**src/rtl/tap_sum_engine.sv**
```systemverilog
// Accumulates the sum of a 15-entry sample register file, one new sample per pass.
// Addresses come from an external counter that is advanced by the Start and ReadEn strobes.
module tap_sum_engine #(
  parameter int DATA_W = 16
) (
  input  logic              clk,
  input  logic              rst_n,
  input  logic              in_valid,
  input  logic [DATA_W-1:0] in_data,
  output logic              in_ready,
  output logic              Start,
  output logic              ReadEn,
  input  logic [3:0]        WriteReg,
  input  logic [3:0]        ReadReg1,
  input  logic [3:0]        ReadReg2,
  input  logic [3:0]        ReadReg3,
  output logic              out_valid,
  output logic [DATA_W+3:0] out_data,
  input  logic              out_ready
);

  localparam int SUM_W    = DATA_W + 4;
  localparam int NUM_REGS = 15;

  typedef enum logic [1:0] {IDLE, WRITE, READ, DONE} state_t;

  state_t                   state_q, state_d;
  logic [2:0]               beat_q, beat_d;
  logic [DATA_W-1:0]        hold_q, hold_d;
  logic signed [SUM_W-1:0]  acc_q, acc_d;
  logic [DATA_W-1:0]        regs_q [NUM_REGS];
  logic [DATA_W-1:0]        regs_d [NUM_REGS];
  logic [3:0]               rd_addr [3];
  logic signed [SUM_W-1:0]  beat_sum;

  assign rd_addr[0] = ReadReg1;
  assign rd_addr[1] = ReadReg2;
  assign rd_addr[2] = ReadReg3;

  // Address 15 is the counter's "no entry" code, so that read port contributes zero.
  always_comb begin
    beat_sum = '0;
    for (int i = 0; i < 3; i++) begin
      if (rd_addr[i] != 4'd15) begin
        beat_sum = beat_sum + SUM_W'($signed(regs_q[rd_addr[i]]));
      end
    end
  end

  always_comb begin
    state_d   = state_q;
    beat_d    = beat_q;
    hold_d    = hold_q;
    acc_d     = acc_q;
    regs_d    = regs_q;
    in_ready  = 1'b0;
    Start     = 1'b0;
    ReadEn    = 1'b0;
    out_valid = 1'b0;
    out_data  = acc_q;

    unique case (state_q)
      IDLE: begin
        in_ready = 1'b1;
        if (in_valid) begin
          hold_d  = in_data;
          state_d = WRITE;
        end
      end
      WRITE: begin
        Start = 1'b1;
        if (WriteReg != 4'd15) begin
          regs_d[WriteReg] = hold_q;
        end
        beat_d  = '0;
        state_d = READ;
      end
      READ: begin
        ReadEn = 1'b1;
        acc_d  = ((beat_q == 3'd0) ? '0 : acc_q) + beat_sum;
        if (beat_q == 3'd4) begin
          beat_d  = '0;
          state_d = DONE;
        end else begin
          beat_d = beat_q + 3'd1;
        end
      end
      DONE: begin
        out_valid = 1'b1;
        if (out_ready) begin
          state_d = IDLE;
        end
      end
      default: state_d = IDLE;
    endcase
  end

  always_ff @(posedge clk or negedge rst_n) begin
    if (!rst_n) begin
      state_q <= IDLE;
      beat_q  <= '0;
      hold_q  <= '0;
      acc_q   <= '0;
      for (int i = 0; i < NUM_REGS; i++) begin
        regs_q[i] <= '0;
      end
    end else begin
      state_q <= state_d;
      beat_q  <= beat_d;
      hold_q  <= hold_d;
      acc_q   <= acc_d;
      regs_q  <= regs_d;
    end
  end

endmodule

```
**config.mk**
```make
export PLATFORM = sky130hd
export DESIGN_NAME = tap_sum_engine
export DESIGN_NICKNAME = d
export VERILOG_FILES = /design/src/rtl/tap_sum_engine.sv
export SDC_FILE = /design/constraint.sdc
export NUM_CORES = 1
export LEC_CHECK = 0
export CAP_MARGIN = 5
export CORE_MARGIN = 8
export CORE_UTILIZATION = 43
export DETAILED_ROUTE_END_ITERATION = 16
export RECOVER_POWER = 25
export SYNTH_ARGS = -nofsm -noshare
export SYNTH_HDL_FRONTEND = slang
export SYNTH_SLANG_ARGS = --single-unit
```
**constraint.sdc**
```tcl
create_clock -name clk -period 15.7 [get_ports clk]
set_clock_uncertainty 0.1 [all_clocks]
set_input_delay 3.14 -clock clk [delete_from_list [all_inputs] [get_ports clk]]
set_output_delay 3.14 -clock clk [all_outputs]
set_load 0.005 [all_outputs]
```
Word-level counts from Yosys, hierarchy flattened
Index checks and enable logic that the tools add are counted.

operators by class
  add/sub/neg operators = 4
  magnitude comparators = 5
  equality and inequality tests = 11
  multiplexer cells = 26
  bitwise gates (word level) = 4
  reductions and logical operators = 7

operators with widths
  cell                                                         number
  bitwise mux 240 bit                                          1
  binary-select mux 16 bit (select 4 bit)                      3
  two-way mux 16 bit                                           7
  two-way mux 20 bit                                           4
  demux 16 bit (select 4 bit)                                  1
  adder 20 x 16 -> 20 bit                                      2
  adder 20 bit                                                 1
  greater-or-equal comparator 5 bit (second input constant)    4
  inverter 4 -> 5 bit                                          4
  inequality test 4 bit (second input constant)                4
  case mux 2 bit (4 select lines)                              1
  two-way mux 2 bit                                            3
  inequality test 2 bit (second input constant)                3
  case mux 3 bit (2 select lines)                              1
  less-than comparator 5 x 1 -> 1 bit (second input constant)  1
  == test 2 bit (second input constant)                        2
  two-way mux 1 bit                                            4
  AND reduction 2 bit                                          2
  adder 3 x 1 -> 3 bit (second input constant)                 1
  == test 3 bit (second input constant)                        1
  logical NOT 3 bit                                            1
  two-way mux 3 bit                                            1
  AND reduction 3 bit                                          1
  == test 2 x 1 -> 1 bit (second input constant)               1
  3 further kinds                                              3

word-level totals
  bits in registers = 281
  input port bits = 36
  output and inout port bits = 24
  word-level logic and storage cells = 76

Longest topological paths before layout
Gate-level depths: netlist of run 1.

  depth in word-level cells = 10
  depth in mapped cells = 36
  gate-level depth less buffers = 34

Least setup slack after synthesis of run 1
No wires, ideal clock.

  path type = in2reg
  start = input ReadReg2[0]
  end = register acc_q[19], in the netlist out_data[19]
  library setup time = 0.123 ns
  arrival = 9.995 ns
  required time = 15.477 ns
  setup slack = 5.482 ns
  cell stages on the path = 33
  path through = buf_1 buf_1 mux4_2 mux4_2 ha_1 inv_1 fa_1 nor2b_1 o21ai_0 a21boi_0 o21ai_0 a21boi_0 o21ai_0 nand2_1 xnor2_1 a21oi_1 ha_1 a21o_1 a21oi_1 o31ai_1 a21oi_1 o21bai_1 a21oi_1 xor2_1 o21ai_0 ha_1 a21oi_1 or4b_1 a31oi_1 o21ai_1 xnor3_2 mux2i_1 a21oi_1

on the way
  word-level cells in the longest chain between the ends = 9
  elaborated cells between the ends (all ways) = 10
  those cells by class = add/sub (3); eq/ne (1); mux (5); bitwise (1)

ends and longest elaborated chain
  element                                                RTL line  source
  start, declared                                        15        input logic [3:0] ReadReg2,
  inverter 4 -> 5 bit (implied by the code)              45        beat_sum = beat_sum + SUM_W'($signed(regs_q[rd_addr[i]]));
  binary-select mux 16 bit (select 4 bit)                45
  two-way mux 16 bit (implied by the code) (2 in a row)  45
  adder 20 x 16 -> 20 bit                                45
  two-way mux 20 bit *                                   44        if (rd_addr[i] != 4'd15) begin
  adder 20 x 16 -> 20 bit                                45
  two-way mux 20 bit *                                   44
  adder 20 bit *                                         80        acc_d = ((beat_q == 3'd0) ? '0 : acc_q) + beat_sum;
  end signal, assigned                                   103       acc_q <= '0;
  end signal, assigned                                   111       acc_q <= acc_d;
  end, declared                                          30        logic signed [SUM_W-1:0] acc_q, acc_d;

Every way passes the cells marked *; elsewhere a longest branch is shown, timed or not. The select of a mux whose other input is x is not followed.
A chain may end at the register's enable or synchronous reset.

Worst setup path in the final report of run 1
  start = input ReadReg1[0]
  end = register acc_q[19], in the netlist out_data[19]

on the way
  word-level cells in the longest chain between the ends = 10
  elaborated cells between the ends (all ways) = 11
  those cells by class = add/sub (3); eq/ne (1); mux (6); bitwise (1)

ends and longest elaborated chain
  element                                                RTL line  source
  start, declared                                        14        input logic [3:0] ReadReg1,
  inverter 4 -> 5 bit (implied by the code)              45
  binary-select mux 16 bit (select 4 bit)                45
  two-way mux 16 bit (implied by the code) (2 in a row)  45
  two-way mux 20 bit *                                   44
  adder 20 x 16 -> 20 bit                                45
  two-way mux 20 bit *                                   44
  adder 20 x 16 -> 20 bit                                45
  two-way mux 20 bit *                                   44
  adder 20 bit *                                         80

Marked as above.

==> flow_summary_export.csv, run 1 <==
group,metric,value,unit
clocking,cts_hold_buf,0,
power_and_ir_drop,power-per-cell-area,209,nW/um^2
routing,via_count,13300,
global_route,grt_first_pass_wirelength,84600,um
critical_path,cp.required,15950,ps
routing,final_antenna_net_count,0,
global_route,grt-busiest-layer,"met2",
yosys,syn_inst,1504,
yosys,synth_xor_area_share,1.96,%
hold_path,whs_path_depth,1,
floorplanning,core,44000,um^2
critical_path,timing.rr.start,"regs_q[176]",
yosys,syn-mean-instance-area,12.7,um^2
routing,drc_errors,0,
timing,hold_viol,0,
timing,max_slew.worst_pin.slew,4730,ps
yosys,synth_nets,1603,
hold_path,min_from,"out_data[0]",
yosys,synthMuxAreaShare,40.6,%
clocking,root_buffer,"clkbuf_16",
global_route,use_met2,34.7,%
global_route,grt_util_all_layers,21.7,%
clocking,clock_latency,540,ps
yosys,ys_ff_latch,281,
yosys,synth_ff_type,"dfrtp_1",
clocking,cts.path.max_buffers,3,
timing,timing.fmax,0.0951,GHz
yosys,synth-edff-count,0,
timing,rsz0062_at_grt,"false",
floorplanning,start_util,43.3,%
job,maxCapViolCount,2,
finish,fin_nets,1614,
critical_path,crit_path_start,"ReadReg1[0]",
global_route,antenna_found_initial,0,
global_route,grt_pass1_vias,13600,
placement,portBuffers,59,
yosys,synth_compound_area_share,7.88,%
critical_path,crit_path_top_delay_cell,"buf_4",
routing,vias_per_cell,6.23,
routing,drt-initial-drc-count,1022,
power_and_ir_drop,vdd.ir_drop.worst,0.000141,V
clocking,postCtsResizedCells,0,
yosys,synth-simple-area-share,5.51,%
critical_path,critPathMaxStageDelay,600,ps
yosys,synth_top_family_by_area,"multiplexers",
finish,fill_cells,3893,
global_route,overflow,0,
global_route,use_met3,3.80,%
floorplanning,die_w,227,um
routing,wl_per_cell,25.7,um
clocking,cts_sinks,281,
clocking,htreeDepth,2,
floorplanning,ioPinCount,60,
finish,final_util,48.5,%
floorplanning,rows,77,
yosys,synth-warning-count,0,
critical_path,cp_common_cell,"a21oi_1",
timing,slew_headroom,-215,%
clocking,postCtsSetupBuffers,0,
yosys,async_flop_share,100,%
yosys,ys_types,67,
yosys,yosys.area.top_type,"dfrtp_1",
yosys,syn_area,19100,um^2
clocking,cts_buffers,36,
timing,maxSlewViolCount,142,
floorplanning,dieArea,51400,um^2
global_route,use_met1,29.0,%
hold_path,hp-class,"register to register",
placement,routabilityCongestion,0.838,
timing,finalCritPeriodShare,67.0,%
critical_path,cp-start-kind,"primary input",
run_status,failed_checks,"max-capacitance violations, max-slew violations",
timing,setup_tns,0,ps
timing,fin_crit,10520,ps
routing,dr.pass1.iters,5,
global_route,grt_start_max_net_pins,143,
yosys,synth_top_area_share,36.8,%
critical_path,crit_type,"primary input to register",
finish,layout-drive-gt1-share,36.8,%
critical_path,ff2ff_path_depth,31,
clocking,cts_tree,"built",
finish,areaGrowthSynthToFinish,11.9,%
floorplanning,die_h,227,um
yosys,synth_top_cells_by_area,"dfrtp_1 37%, mux4_2 21%, mux2_2 16%",
clocking,clk_pin_slew_worst_paths,50,ps
timing,whs,429,ps
run_status,status,"finished with violations",
timing,setup_violations,0,
power_and_ir_drop,p_leak,0.00910,uW
critical_path,arrival,10770,ps
critical_path,worstSetupEndpointType,"register",
critical_path,critPathMaxFanout,38,
yosys,seq_area_frac_synth,36.8,%
placement,hpwlAfterDp,34100,um
yosys,synth_fa_ha_area_share,4.25,%
routing,drt_wl_total,54800,um
## critical path, delay by kind of cell
kind / cells / cell delay, ps
AO/OA/AOI/OAI: 18 / 3210
XOR/XNOR: 3 / 570
adder cells (fa/ha/maj): 3 / 1120
buffers and inverters: 2 / 1200
multiplexers: 3 / 900
AND/OR/NAND/NOR: 2 / 610
## synthesized netlist by cell type (4+ instances only)
library cell,instances
dfrtp_1,281
or3_1,7
nand4_1,4
nand3_1,11
inv_1,23
a21oi_1,59
nand2_1,88
o211ai_1,16
nand2b_1,9
and2_1,20
a211oi_1,5
o21a_1,4
o21bai_1,6
o22ai_1,14
buf_1,19
xor2_1,17
clkbuf_1,80
nor2b_1,8
mux2_2,275
nor3_1,5
a21o_1,18
o31ai_1,5
o21ai_0,81
a21boi_0,7
mux4_2,177
nor2_1,53
xnor2_1,23
buf_2,10
ha_1,60
o21ai_1,5
mux2i_1,63
## per-stage QoR
step | area (um^2) | setup WS (ps) | cells | total power [uW]
after floorplan | 19100 | 5480 | 1504 | 3030
after global placement | 20200 | 4940 | 2069 | 3560
after detailed placement | 20200 | 4790 | 2069 | 3630
after CTS | 21400 | 5280 | 2131 | 4480
after global routing | 21400 | 4590 | 2131 | 4780
final | 21400 | 5180 | 2132 | 4470
## cells in the final DEF, fill, tap and decap left out, drive strengths merged, types with 5 or more instances in the layout
cell           instances
nand3                 11
o31ai                  7
o22ai                 14
clkbuf                59
or3                    8
mux4                 178
inv                   23
a21o                  18
o21bai                 6
o211ai                18
mux2                 275
xor2                  17
xnor2                 23
nand2                 88
nor2                  53
clkdlybuf4s50         48
o21ai                 87
a211oi                 6
clkinv                 6
nand2b                 9
buf                   34
nor2b                  8
and2                  21
a21oi                 59
a21boi                 7
dfrtp                281
ha                    60
mux2i                 63
nor3                   5
## layer usage
| layer | share of wire, % | vias up |
|---|---|---|
| met3 | 6.2 | 126 |
| li1 | - | 5798 |
| met1 | 43 | 6872 |
| met5 | 0 | - |
| met4 | 4.0 | 0 |
| met2 | 47 | 484 |
## kinds of logic after synthesis
group | Yosys count
AND/OR/NAND/NOR | 223
adder cells (fa/ha/maj) | 63
buffers and inverters | 138
AO/OA/AOI/OAI | 242
XOR/XNOR | 41
flip-flops | 281
multiplexers | 516
## worst paths after layout
path / endpoint / slack (ps)
hold / removal: out_data[0] / 430
min in group asynchronous: state_q[1] / 4200
max in group asynchronous: regs_q[185] / 6710
setup / recovery: out_data[19] / 5180
hold reg to reg: out_data[0] / 430
setup reg to reg: out_data[19] / 8380
## where the power goes
part / internal [uW] / total, uW / switching [uW]
clock: 506 / 826 / 320
combinational: 1210 / 2280 / 1080
sequential: 1020 / 1360 / 343
## registers in the layout (all words and copies together) (netlist names)
name      cells
regs_q      240
out_data     20
hold_q       16
beat_q        3
state_q       2
## area by class of cell
class	count	area [um^2]	share of cell area, %
Clock inverter	7	60.1	0.281
Inverter	23	86.3	0.404
Clock buffer	55	1120	5.26
Sequential cell	281	7030	32.9
Multi-Input combinational cell	1085	11500	54.0
Antenna cell	1	2.50	0.0117
Tap cell	592	741	3.47
Timing Repair Buffer	88	778	3.64
No activity file was read; power rests on OpenSTA's default activity.
==> inputs of run 2 (changes only) <==
==> constraint.sdc (replaced) <==
create_clock -name clk -period 9.4 [get_ports clk]
set_clock_uncertainty 0.1 [all_clocks]
set_input_delay 1.88 -clock clk [delete_from_list [all_inputs] [get_ports clk]]
set_output_delay 1.88 -clock clk [all_outputs]
set_load 0.005 [all_outputs]
==> flow_summary_export.csv, run 2 (synthesis results as in run 1) <==
group,metric,value,unit
clocking,clk_pin_slew_worst_paths,60,ps
critical_path,timing.rr.start,"regs_q[176]",
routing,final_antenna_net_count,0,
clocking,cts_sinks,281,
routing,via_count,13400,
floorplanning,core,44000,um^2
hold_path,hold_end,"out_data[15]",
global_route,antenna_found_initial,0,
power_and_ir_drop,vdd.ir_drop.worst,0.000212,V
critical_path,cp-start-kind,"primary input",
placement,routabilityCongestion,0.854,
timing,timing.fmax,0.116,GHz
global_route,grt_util_all_layers,22.1,%
floorplanning,die_w,227,um
timing,rsz0062_at_grt,"false",
finish,largest_register_ffs,240,
routing,drc_errors,0,
global_route,overflow,0,
critical_path,crit_path_top_delay_cell,"or4b_1",
finish,diodes,0,
critical_path,cp_common_cell,"a21oi_1",
clocking,postCtsSetupBuffers,0,
clocking,cts_buffers,35,
finish,regMostFlops,"regs_q",
finish,areaGrowthSynthToFinish,12.9,%
placement,place_area,20300,um^2
clocking,cts.path.max_buffers,3,
timing,maxSlewViolCount,89,
timing,max_slew.worst_pin.slew,5390,ps
routing,vias_per_cell,6.27,
floorplanning,ioPinCount,60,
floorplanning,rows,77,
critical_path,critPathMaxFanout,26,
run_status,status,"finished with violations",
timing,finalCritPeriodShare,91.4,%
global_route,grt_start_max_net_pins,89,
clocking,clock_latency,550,ps
finish,layout_commonest_cell,"dfrtp_1",
finish,fill_cells,3849,
finish,fin_nets,1623,
global_route,grt_pass1_vias,13700,
finish,multi_input_area,11500,um^2
finish,layout_common_cells,"281 x dfrtp_1, 275 x mux2_2, 177 x mux4_2",
routing,dr.pass1.iters,5,
finish,final_area,21500,um^2
timing,setup_violations,0,
critical_path,r2r_slack,2240,ps
critical_path,arrival,8910,ps
hold_path,min_from,"out_data[15]",
critical_path,timing.rr.end,"out_data[19]",
clocking,cts_tree,"built",
run_status,failed_checks,"max-capacitance violations, max-slew violations",
timing,slew_headroom,-259,%
critical_path,ff2ff_path_depth,31,
routing,wl_per_cell,26.0,um
timing,setup_tns,0,ps
floorplanning,start_util,43.3,%
timing,fin_crit,8600,ps
power_and_ir_drop,power-per-cell-area,349,nW/um^2
routing,drt_wl_total,55500,um
finish,layout-drive-gt1-share,37.3,%
floorplanning,dieArea,51400,um^2
routing,wl_met1,24200,um
clocking,postCtsResizedCells,0,
critical_path,cp.required,9710,ps
routing,drt-initial-drc-count,1162,
clocking,htreeDepth,2,
global_route,grt_first_pass_wirelength,85900,um
critical_path,worstSetupEndpointType,"register",
critical_path,critPathMaxStageDelay,480,ps
placement,hpwlAfterDp,35900,um
clocking,root_buffer,"clkbuf_16",
timing,hold_viol,0,
power_and_ir_drop,p_leak,0.00919,uW
routing,route.met2.wl,26200,um
finish,regArea,7030,um^2
hold_path,hp-class,"register to register",
clocking,cts_hold_buf,0,
routing,top_layer,"met4",
routing,dr_wl_met3,3180,um
job,maxCapViolCount,1,
critical_path,crit_type,"primary input to register",
floorplanning,die_h,227,um
hold_path,whs_path_depth,1,
placement,portBuffers,59,
-- run 2: routing by layer --
metal	GRT usage, %	up-vias
met2	36.0	461
met1	29.9	7029
met4	7.92	0
met5	0	-
li1	-	5811
met3	3.07	106
-- run 2: stage by stage --
stage               total power [uW]  hold slack, ps  instances  utilization, %  setup slack, ps
detailed placement              6050             414       2079            46.2              252
global placement                5940             411       2079            46.2              401
finish                          7530             423       2138            48.9              804
global route                    8070             453       2138            48.9             89.6
CTS                             7560             430       2138            49.0              825
floorplan                       5060             408       1504               -              442
-- run 2: final cells by class --
| cell class | instances | share of cell area, % |
|---|---|---|
| Multi-Input combinational cell | 1085 | 53.5 |
| Inverter | 23 | 0.401 |
| Sequential cell | 281 | 32.6 |
| Clock buffer | 45 | 4.58 |
| Timing Repair Buffer | 98 | 4.27 |
| Tap cell | 592 | 3.44 |
| Clock inverter | 14 | 1.16 |
-- run 2: worst max-delay path: cells and delay by family --
kind | cells | cell delay (ps)
xor+xnor | 3 | 640
compound gates | 20 | 3300
simple gates | 5 | 1020
buf+inv | 2 | 470
mux | 1 | 160
fa+ha+maj | 4 | 1410
-- run 2: worst max-delay path by stage --
stage	endpoint	startpoint	cells past startpoint
after floorplan	out_data[19]	ReadReg2[0]	33
after global placement	out_data[19]	ReadReg1[0]	35
after detailed placement	out_data[19]	ReadReg1[0]	34
after CTS	out_data[19]	ReadReg1[0]	34
after global routing	out_data[19]	ReadReg1[0]	35
final	out_data[19]	ReadReg1[0]	35
-- run 2: power breakdown --
| group | internal [uW] | total (uW) | switching (uW) |
|---|---|---|---|
| clock | 929 | 1470 | 542 |
| sequential | 1700 | 2280 | 580 |
| combinational | 2020 | 3770 | 1750 |
| total | 4650 | 7530 | 2880 |
==> inputs of run 3 (changes only) <==
--- a/config.mk
+++ b/config.mk
@@ -13,3 +13,4 @@
 export SYNTH_ARGS = -nofsm -noshare
 export SYNTH_HDL_FRONTEND = slang
 export SYNTH_SLANG_ARGS = --single-unit
+export TNS_END_PERCENT = 30
==> results of run 3 <==
The final DEF is identical to that of run 2; final timing and power are the same.
